**config.mk**
```make
export PLATFORM = sky130hd
export DESIGN_NAME = mux81_scheduler
export DESIGN_NICKNAME = d
export VERILOG_FILES = /design/src/rtl/mux81_sched_pkg.sv /design/src/rtl/rr_pick.sv /design/src/rtl/mux81_scheduler.sv
export SDC_FILE = /design/constraint.sdc
export NUM_CORES = 1
export LEC_CHECK = 0
export ABC_AREA = 0
export ABC_CLOCK_PERIOD_IN_PS = 3600
export BUFFER_PORTS_ARGS = -buffer_cell sky130_fd_sc_hd__buf_2
export CORE_MARGIN = 1.5
export CORE_UTILIZATION = 44
export DETAILED_ROUTE_END_ITERATION = 8
export GPL_TIMING_DRIVEN = 0
export MAX_ROUTING_LAYER = met4
export PLACE_DENSITY = 0.66
export SYNTH_ARGS = -nofsm -noshare
export SYNTH_HDL_FRONTEND = slang
export SYNTH_HIERARCHICAL = 1
export SYNTH_SLANG_ARGS = --single-unit
```
**constraint.sdc**
```tcl
create_clock -name clock -period 3.6 [get_ports clock]
set_clock_uncertainty 0.05 [all_clocks]
set_input_delay 0.18 -clock clock [delete_from_list [all_inputs] [get_ports clock]]
set_output_delay 0.18 -clock clock [all_outputs]
set_load 0.01 [all_outputs]
```
**src/rtl/mux81_sched_pkg.sv**
```systemverilog
// Shared types and constants for the MUX81 round-robin scheduler.
package mux81_sched_pkg;

  localparam int unsigned N_SRC = 8;
  localparam int unsigned SEL_W = 3;

  typedef enum logic [1:0] {IDLE, SETUP, ACTIVE, GAP} sched_state_t;

  function automatic logic [N_SRC-1:0] onehot(input logic [SEL_W-1:0] idx);
    return N_SRC'(1) << idx;
  endfunction

endpackage

```
**src/rtl/rr_pick.sv**
```systemverilog
// Combinational round-robin priority encoder: first set req bit after last, wrapping,
// with bit `last` itself considered last.
module rr_pick
  import mux81_sched_pkg::*;
(
  input  logic [N_SRC-1:0] req_i,
  input  logic [SEL_W-1:0] last_i,
  output logic             any_o,
  output logic [SEL_W-1:0] idx_o
);

  logic [SEL_W-1:0] pos;

  always_comb begin
    any_o = |req_i;
    idx_o = last_i;
    pos   = '0;
    // Scan from the far end so the nearest set bit after last_i wins.
    for (int k = N_SRC; k >= 1; k--) begin
      pos = last_i + SEL_W'(k);
      if (req_i[pos]) idx_o = pos;
    end
  end

endmodule

```
**src/rtl/mux81_scheduler.sv**
```systemverilog
// Shares an 8-to-1 mux among 8 requesters: round-robin grants with a setup cycle,
// programmable dwell and a break-before-make gap.
module mux81_scheduler
  import mux81_sched_pkg::*;
#(
  parameter int unsigned DWELL_W = 4
) (
  input  logic               clock,
  input  logic               reset,
  input  logic [N_SRC-1:0]   req_i,
  input  logic [DWELL_W-1:0] dwell_i,
  output logic [SEL_W-1:0]   select_o,
  output logic               enable_b_o,
  output logic [N_SRC-1:0]   grant_o,
  output logic               sample_o,
  output logic               busy_o
);

  sched_state_t       state_q, state_d;
  logic [SEL_W-1:0]   select_q, select_d;
  logic [SEL_W-1:0]   last_q, last_d;
  logic [DWELL_W-1:0] cnt_q, cnt_d;
  logic [N_SRC-1:0]   grant_q, grant_d;
  logic               enable_b_q, enable_b_d;
  logic               busy_q, busy_d;

  logic               pick_any;
  logic [SEL_W-1:0]   pick_idx;
  logic [DWELL_W-1:0] dwell_m1;
  logic               req_cur;

  rr_pick u_rr_pick (
    .req_i  (req_i),
    .last_i (last_q),
    .any_o  (pick_any),
    .idx_o  (pick_idx)
  );

  // A dwell of 0 behaves as 1.
  assign dwell_m1 = (dwell_i == '0) ? '0 : dwell_i - DWELL_W'(1);
  // select_q holds the current winner for the whole grant.
  assign req_cur  = req_i[select_q];

  always_comb begin
    state_d    = state_q;
    select_d   = select_q;
    last_d     = last_q;
    cnt_d      = cnt_q;
    grant_d    = grant_q;
    enable_b_d = enable_b_q;
    case (state_q)
      IDLE, GAP: begin
        if (pick_any) begin
          state_d  = SETUP;
          select_d = pick_idx;
          grant_d  = onehot(pick_idx);
          last_d   = pick_idx;
          cnt_d    = dwell_m1;
        end else begin
          state_d  = IDLE;
        end
        enable_b_d = 1'b1;
      end
      SETUP: begin
        if (req_cur) begin
          state_d    = ACTIVE;
          enable_b_d = 1'b0;
        end else begin
          state_d = GAP;
          grant_d = '0;
        end
      end
      ACTIVE: begin
        if (cnt_q == '0 || !req_cur) begin
          state_d    = GAP;
          enable_b_d = 1'b1;
          grant_d    = '0;
        end else begin
          cnt_d = cnt_q - DWELL_W'(1);
        end
      end
      default: begin
        state_d    = IDLE;
        enable_b_d = 1'b1;
        grant_d    = '0;
      end
    endcase
    busy_d = (state_d != IDLE);
  end

  always_ff @(posedge clock or posedge reset) begin
    if (reset) begin
      state_q    <= IDLE;
      select_q   <= '0;
      last_q     <= SEL_W'(N_SRC - 1);
      cnt_q      <= '0;
      grant_q    <= '0;
      enable_b_q <= 1'b1;
      busy_q     <= 1'b0;
    end else begin
      state_q    <= state_d;
      select_q   <= select_d;
      last_q     <= last_d;
      cnt_q      <= cnt_d;
      grant_q    <= grant_d;
      enable_b_q <= enable_b_d;
      busy_q     <= busy_d;
    end
  end

  assign select_o   = select_q;
  assign enable_b_o = enable_b_q;
  assign grant_o    = grant_q;
  assign busy_o     = busy_q;
  // Withheld if the source drops its request in the final cycle.
  assign sample_o   = (state_q == ACTIVE) && (cnt_q == '0) && req_cur;

endmodule
```
; ---- Word-level counts from Yosys, hierarchy flattened
; Index checks and enable logic that the tools add are counted.
[totals]
output_inout_bits = 14
input_bits = 14
reg_bits = 22
[classes]
eq_ne = 8
mux = 38
addsub = 9
magnitude_cmp = 8
shifts = 1
reduce_logical = 15
[ops]
columns = operator, n
row1 = $lt A3 B4 Y1 const B, 8
row2 = $bmux W1 S3, 8
row3 = $mux W8, 3
row4 = $pmux W8 S3, 1
row5 = $mux W3, 7
row6 = $add A3 B3 Y3 const B, 4
row7 = $mux W1, 12
row8 = $mux W4, 3
row9 = $ne A2 B2 Y1 const B, 5
row10 = $logic_not A4 Y1, 2
row11 = $pmux W4 S2, 1
row12 = $reduce_or A8 Y1, 1
row13 = $shl A1 B3 Y8 const A, 1
row14 = $sub A4 B1 Y4 const B, 2
row15 = $add A3 B2 Y3 const B, 2
row16 = $pmux W2 S3, 1
row17 = $reduce_and A3 Y1, 2
row18 = $eq A2 B2 Y1 const B, 2
row19 = $reduce_and A2 Y1, 2
row20 = $reduce_bool A2 Y1, 2
row21 = $add A3 B1 Y3 const B, 1
row22 = $pmux W1 S3, 1
row23 = $eq A2 B1 Y1 const B, 1
row24 = $logic_and A1 B1 Y1, 2
row25 = 5 further kinds, 5

; ---- Depth between registers and ports, before layout
[depth]
ltp_word = 13
mapped_depth = 13

; ---- Modules after synthesis
; Netlist, hierarchy kept.
[by_module_without_submodules]
columns = mod, cells_each, seq_area_each_um2, area_each_um2, instances
row1 = mux81_scheduler, 124, 555.5, 1257.5, 1
row2 = rr_pick, 101, 0.0, 904.6, 1

; ---- Worst setup path after synthesis
; No wires, ideal clock.
[synth_path]
path_type = register -> register
from = register last_q[1]
to = register grant_q[1] (netlist: grant_o[1])
arrival_ns = 3.225
path_stages_with_launch = 14
t_required_ns = 3.425
setup_time_ns = 0.125
setup_slack_ns = 0.200
cell_sequence = dfstp_2 buf_6 buf_2 inv_1 ha_1 mux4_2 mux2i_1 o22ai_1 o211ai_1 a41oi_1 a311oi_1 nand2b_1 nor2_1 mux2_2
[synth_via]
elab_chain_cells = 13
word_cells_on_any_way = 31
cone_classes = add/sub (7) / shift (1) / mux (23)
[synth_lines]
columns = element, line_no
row1 = start: declaration, mux81_scheduler.sv:21  ; logic [SEL_W-1:0] last_q, last_d;
row2 = start signal: assignment, mux81_scheduler.sv:95  ; last_q <= SEL_W'(N_SRC - 1);
row3 = start signal: assignment, mux81_scheduler.sv:103  ; last_q <= last_d;
row4 = $add A3 B3 Y3, rr_pick.sv:20  ; pos = last_i + SEL_W'(k);
row5 = $bmux W1 S3, rr_pick.sv:21  ; if (req_i[pos]) idx_o = pos;
row6 = $mux W1 (implied by the code), rr_pick.sv:21
row7 = $mux W3 (6 in a row), rr_pick.sv:21
row8 = $mux W3 (*), rr_pick.sv:21
row9 = named net pick_idx[1], mux81_scheduler.sv:28  ; logic [SEL_W-1:0] pick_idx;
row10 = $shl A1 B3 Y8 (*), mux81_sched_pkg.sv:10  ; return N_SRC'(1) << idx;
row11 = $mux W8 (*), mux81_scheduler.sv:53  ; if (pick_any) begin
row12 = $pmux W8 S3 (*), mux81_scheduler.sv:51  ; case (state_q)
row13 = end signal: assignment, mux81_scheduler.sv:105  ; grant_q <= grant_d;
row14 = end: declaration, mux81_scheduler.sv:23  ; logic [N_SRC-1:0] grant_q, grant_d;
; The timed path passes the listed nets; every way through them passes the cells marked *. The select of a mux whose other input is x is not followed.
; A chain may end at the register's enable or synchronous reset.

; ---- Worst setup path after layout
[layout_path]
from = register last_q[1]
to = register grant_q[7] (netlist: grant_o[7])
; Same word-level chain as after synthesis.

==> results.toml <==
[outcome]
status = "finished, final reports clean"

[cells_and_area]
fin_nets = 283
drive_above_1_share = 0.295
fin_util = 0.526
ff_latch_area_um2 = 556
multi_input_area_um2 = 1510
area_delta_synth_final_pct = 14.9
postLayoutCellArea_um2 = 2480
diodes = 0
nFillCells = 446
fin_cells = 328

[synthesis]
synth.area.top_cells = "dfrtp_1 (21%), mux2i_1 (11%), mux2_2 (7.3%)"
synth-seq-area-share = 0.257
synth_area_per_cell_um2 = 9.61
ys_types = 54
ys.flop_type = "dfrtp_1"
synth-async-reset-ratio = 1.00
synthTopCellsByCount = "mux2i_1 (23), nand2_1 (20), dfrtp_1 (18)"
syn_area_um2 = 2160
synth_top_area_cell = "dfrtp_1"
synth_top_area_frac = 0.208
syn-num-nets = 246
synth_edf_count = 0
yosysMostFrequentCell = "mux2i_1"
synthCells = 225
synth_warnings = 6
ys_ff_latch = 22

[global_route]
grt_pass1_vias = 1790
use_met3 = 0.0152
grtUsageMet2 = 0.344
grt_max_degree = 23
grt_pass1_wl_um = 8400
antenna_found_initial = 0
gr-total-overflow = 0
grt.busiest_layer = "met2"
grt_util_all_layers = 0.205
grtUsageMet1 = 0.263

[cts]
cts_sinks = 22
htreeDepth = 1
cts_tree = "built"
path_clk_slew_ns = 0.08
clock_path_buffers = 2
clock-root-buffer = "clkbuf_8"
insertion_delay_ns = 0.26
cts-buffers-inserted = 3
hold_buffers = 0

[worst_setup_path]
crit_family = "buffers and inverters"
reg2reg_depth = 14
r2r_start = "last_q[1]"
critPathLaunchType = "flip-flop"
criticalPathCategory = "reg2reg"
cp.required_ns = 3.69
arrival_ns = 3.58
crit_slowest_cell = "dfstp_2"
path_cells = "buf_8 -> clkinvlp_4 -> ha_2 -> clkbuf_4 -> mux2_2 -> o22ai_1 -> o211ai_1 -> a41oi_1 -> a311oi_2 -> buf_4 -> buf_4 -> nand2_1 -> nor2_1 -> mux2_1"
crit_path_frequent_cell = "buf_4"
ff2ff_setup_slack_ns = 0.12
r2r_end = "grant_o[7]"
worstSetupEndpointType = "flip-flop"
critPathMaxStageDelay_ns = 0.56
critPathMaxFanout = 18
cp_num_buf_inv = 5

[placed_design]
dpl.hpwl_um = 3750
dp_cells = 319
place_area_um2 = 2380
place_ws_ns = -0.392
gp_congestion = 0.870
port_buffers = 27

[routing]
drc = 0
num_vias = 1907
vias_per_cell = 5.81
wire_per_inst_um = 15.4
wirelength_um = 5050
drtIter0Drc = 152
antenna_left = 0
drtPass1Iterations = 4

[floorplanning]
coreArea_um2 = 4720
die_area_um2 = 5340
initial_core_util = 0.458
die_h_um = 73.1
row_count = 25
io_pins = 28
fp.dieW_um = 73.1

[power_and_ir_drop]
pwr_density_cell_nw_per_um2 = 1170
peakVddDrop_mv = 0.607
p_leak_nw = 1.14

[sta]
setup_ws_ns = 0.117
setup_violations = 0
slew_viol_final = 0
tightest_slew_ns = 0.838
finalHoldViolations = 0
finalCritPeriodShare = 0.967
min_period_ns = 3.48
rsz0062_at_grt = "no"
max_slew_margin = 0.440
max_freq_ghz = 0.287

[worst_hold_path]
hp-class = "in2async"

[flow_run]
max-cap-violations = 0
-- stage by stage --
| step | TNS, ns | hold WS, ns | total power, W |
|---|---|---|---|
| 5_1_grt | 0 | 0.123 | 0.00316 |
| 6_report | 0 | 0.0266 | 0.00291 |
| 4_1_cts | 0 | 0.0610 | 0.00287 |
| 3_3_place_gp | -2.80 | 0.328 | 0.00257 |
| 2_1_floorplan | 0 | 0.116 | 0.00218 |
| 3_5_place_dp | -2.63 | 0.346 | 0.00259 |
-- state kept, by name, summed over array words and instances (netlist names) --
name	flops
grant_o	8
cnt_q	4
last_q	3
select_o	3
state_q	2
busy_o	1
enable_b_o	1
-- cell families after synthesis --
kind of cell / after synthesis / synth area share
AND/OR/NAND/NOR: 73 / 0.174
AO/OA/AOI/OAI: 49 / 0.180
multiplexers: 48 / 0.282
buffers and inverters: 22 / 0.0509
flip-flops: 22 / 0.257
adder cells (fa/ha/maj): 7 / 0.0405
XOR/XNOR: 4 / 0.0162
-- layout by cell type (no fill, tap or decap), types with 3 or more instances in the layout --
| master | instances |
|---|---|
| a21o_1 | 6 |
| nand2_1 | 20 |
| nor3b_1 | 4 |
| o21ai_0 | 3 |
| nor2_1 | 17 |
| and3_1 | 3 |
| a21oi_1 | 4 |
| buf_2 | 29 |
| o22ai_1 | 8 |
| nand3_1 | 4 |
| nor2b_1 | 4 |
| dfrtp_1 | 18 |
| mux2i_1 | 23 |
| buf_4 | 6 |
| mux2_2 | 14 |
| a211oi_1 | 5 |
| clkbuf_8 | 3 |
| dfstp_2 | 4 |
| nor3_1 | 6 |
| xnor2_1 | 3 |
| mux4_2 | 7 |
| ha_1 | 6 |
| o211ai_1 | 5 |
| inv_1 | 12 |
| nand2b_1 | 3 |
-- worst max-delay path by stage --
stage	cells after the start	start	endpoint	slack, ns
finish	14	last_q[1]	grant_o[7]	0.12
global route	14	last_q[1]	grant_o[7]	0.02
CTS	14	last_q[1]	grant_o[7]	0.09
floorplan	13	last_q[1]	grant_o[1]	0.20
detailed placement	13	last_q[1]	grant_o[1]	-0.39
global placement	13	last_q[1]	grant_o[1]	-0.40
-- where the power goes --
group          internal [W]  switching, W  total [W]
clock network     0.0000787     0.0000754   0.000154
logic               0.00110       0.00122    0.00232
registers          0.000366     0.0000745   0.000440
-- worst register-to-register path: cells and delay by family, from the launching register on --
kind                     cells  cell delay, ns
buffers and inverters        5            0.89
AO/OA/AOI/OAI                4            0.69
multiplexers                 2            0.66
flip-flops                   1            0.56
adder cells (fa/ha/maj)      1            0.41
AND/OR/NAND/NOR              2            0.12
-- final cells by class --
type	count	share of cell area
multi-input combinational	181	0.606
inverter	13	0.0211
buffer	8	0.0252
sequential	22	0.224
clock buffer	4	0.0181
timing repair buffer	33	0.0725
tap	67	0.0337
-- routing by layer --
| layer | wire length, um | vias up |
|---|---|---|
| met4 | 72 | 0 |
| met3 | 221 | 8 |
| li1 | - | 922 |
| met2 | 2530 | 73 |
| met1 | 2220 | 904 |
| met5 | 0 | - |
-- timing repair --
action / in CTS / in global routing
buffers inserted: 3 / 3
pin swaps: 1 / 0
resized for setup: 2 / 3
setup endpoints to repair: 10 / 5
No activity file was read; power rests on OpenSTA's default activity.
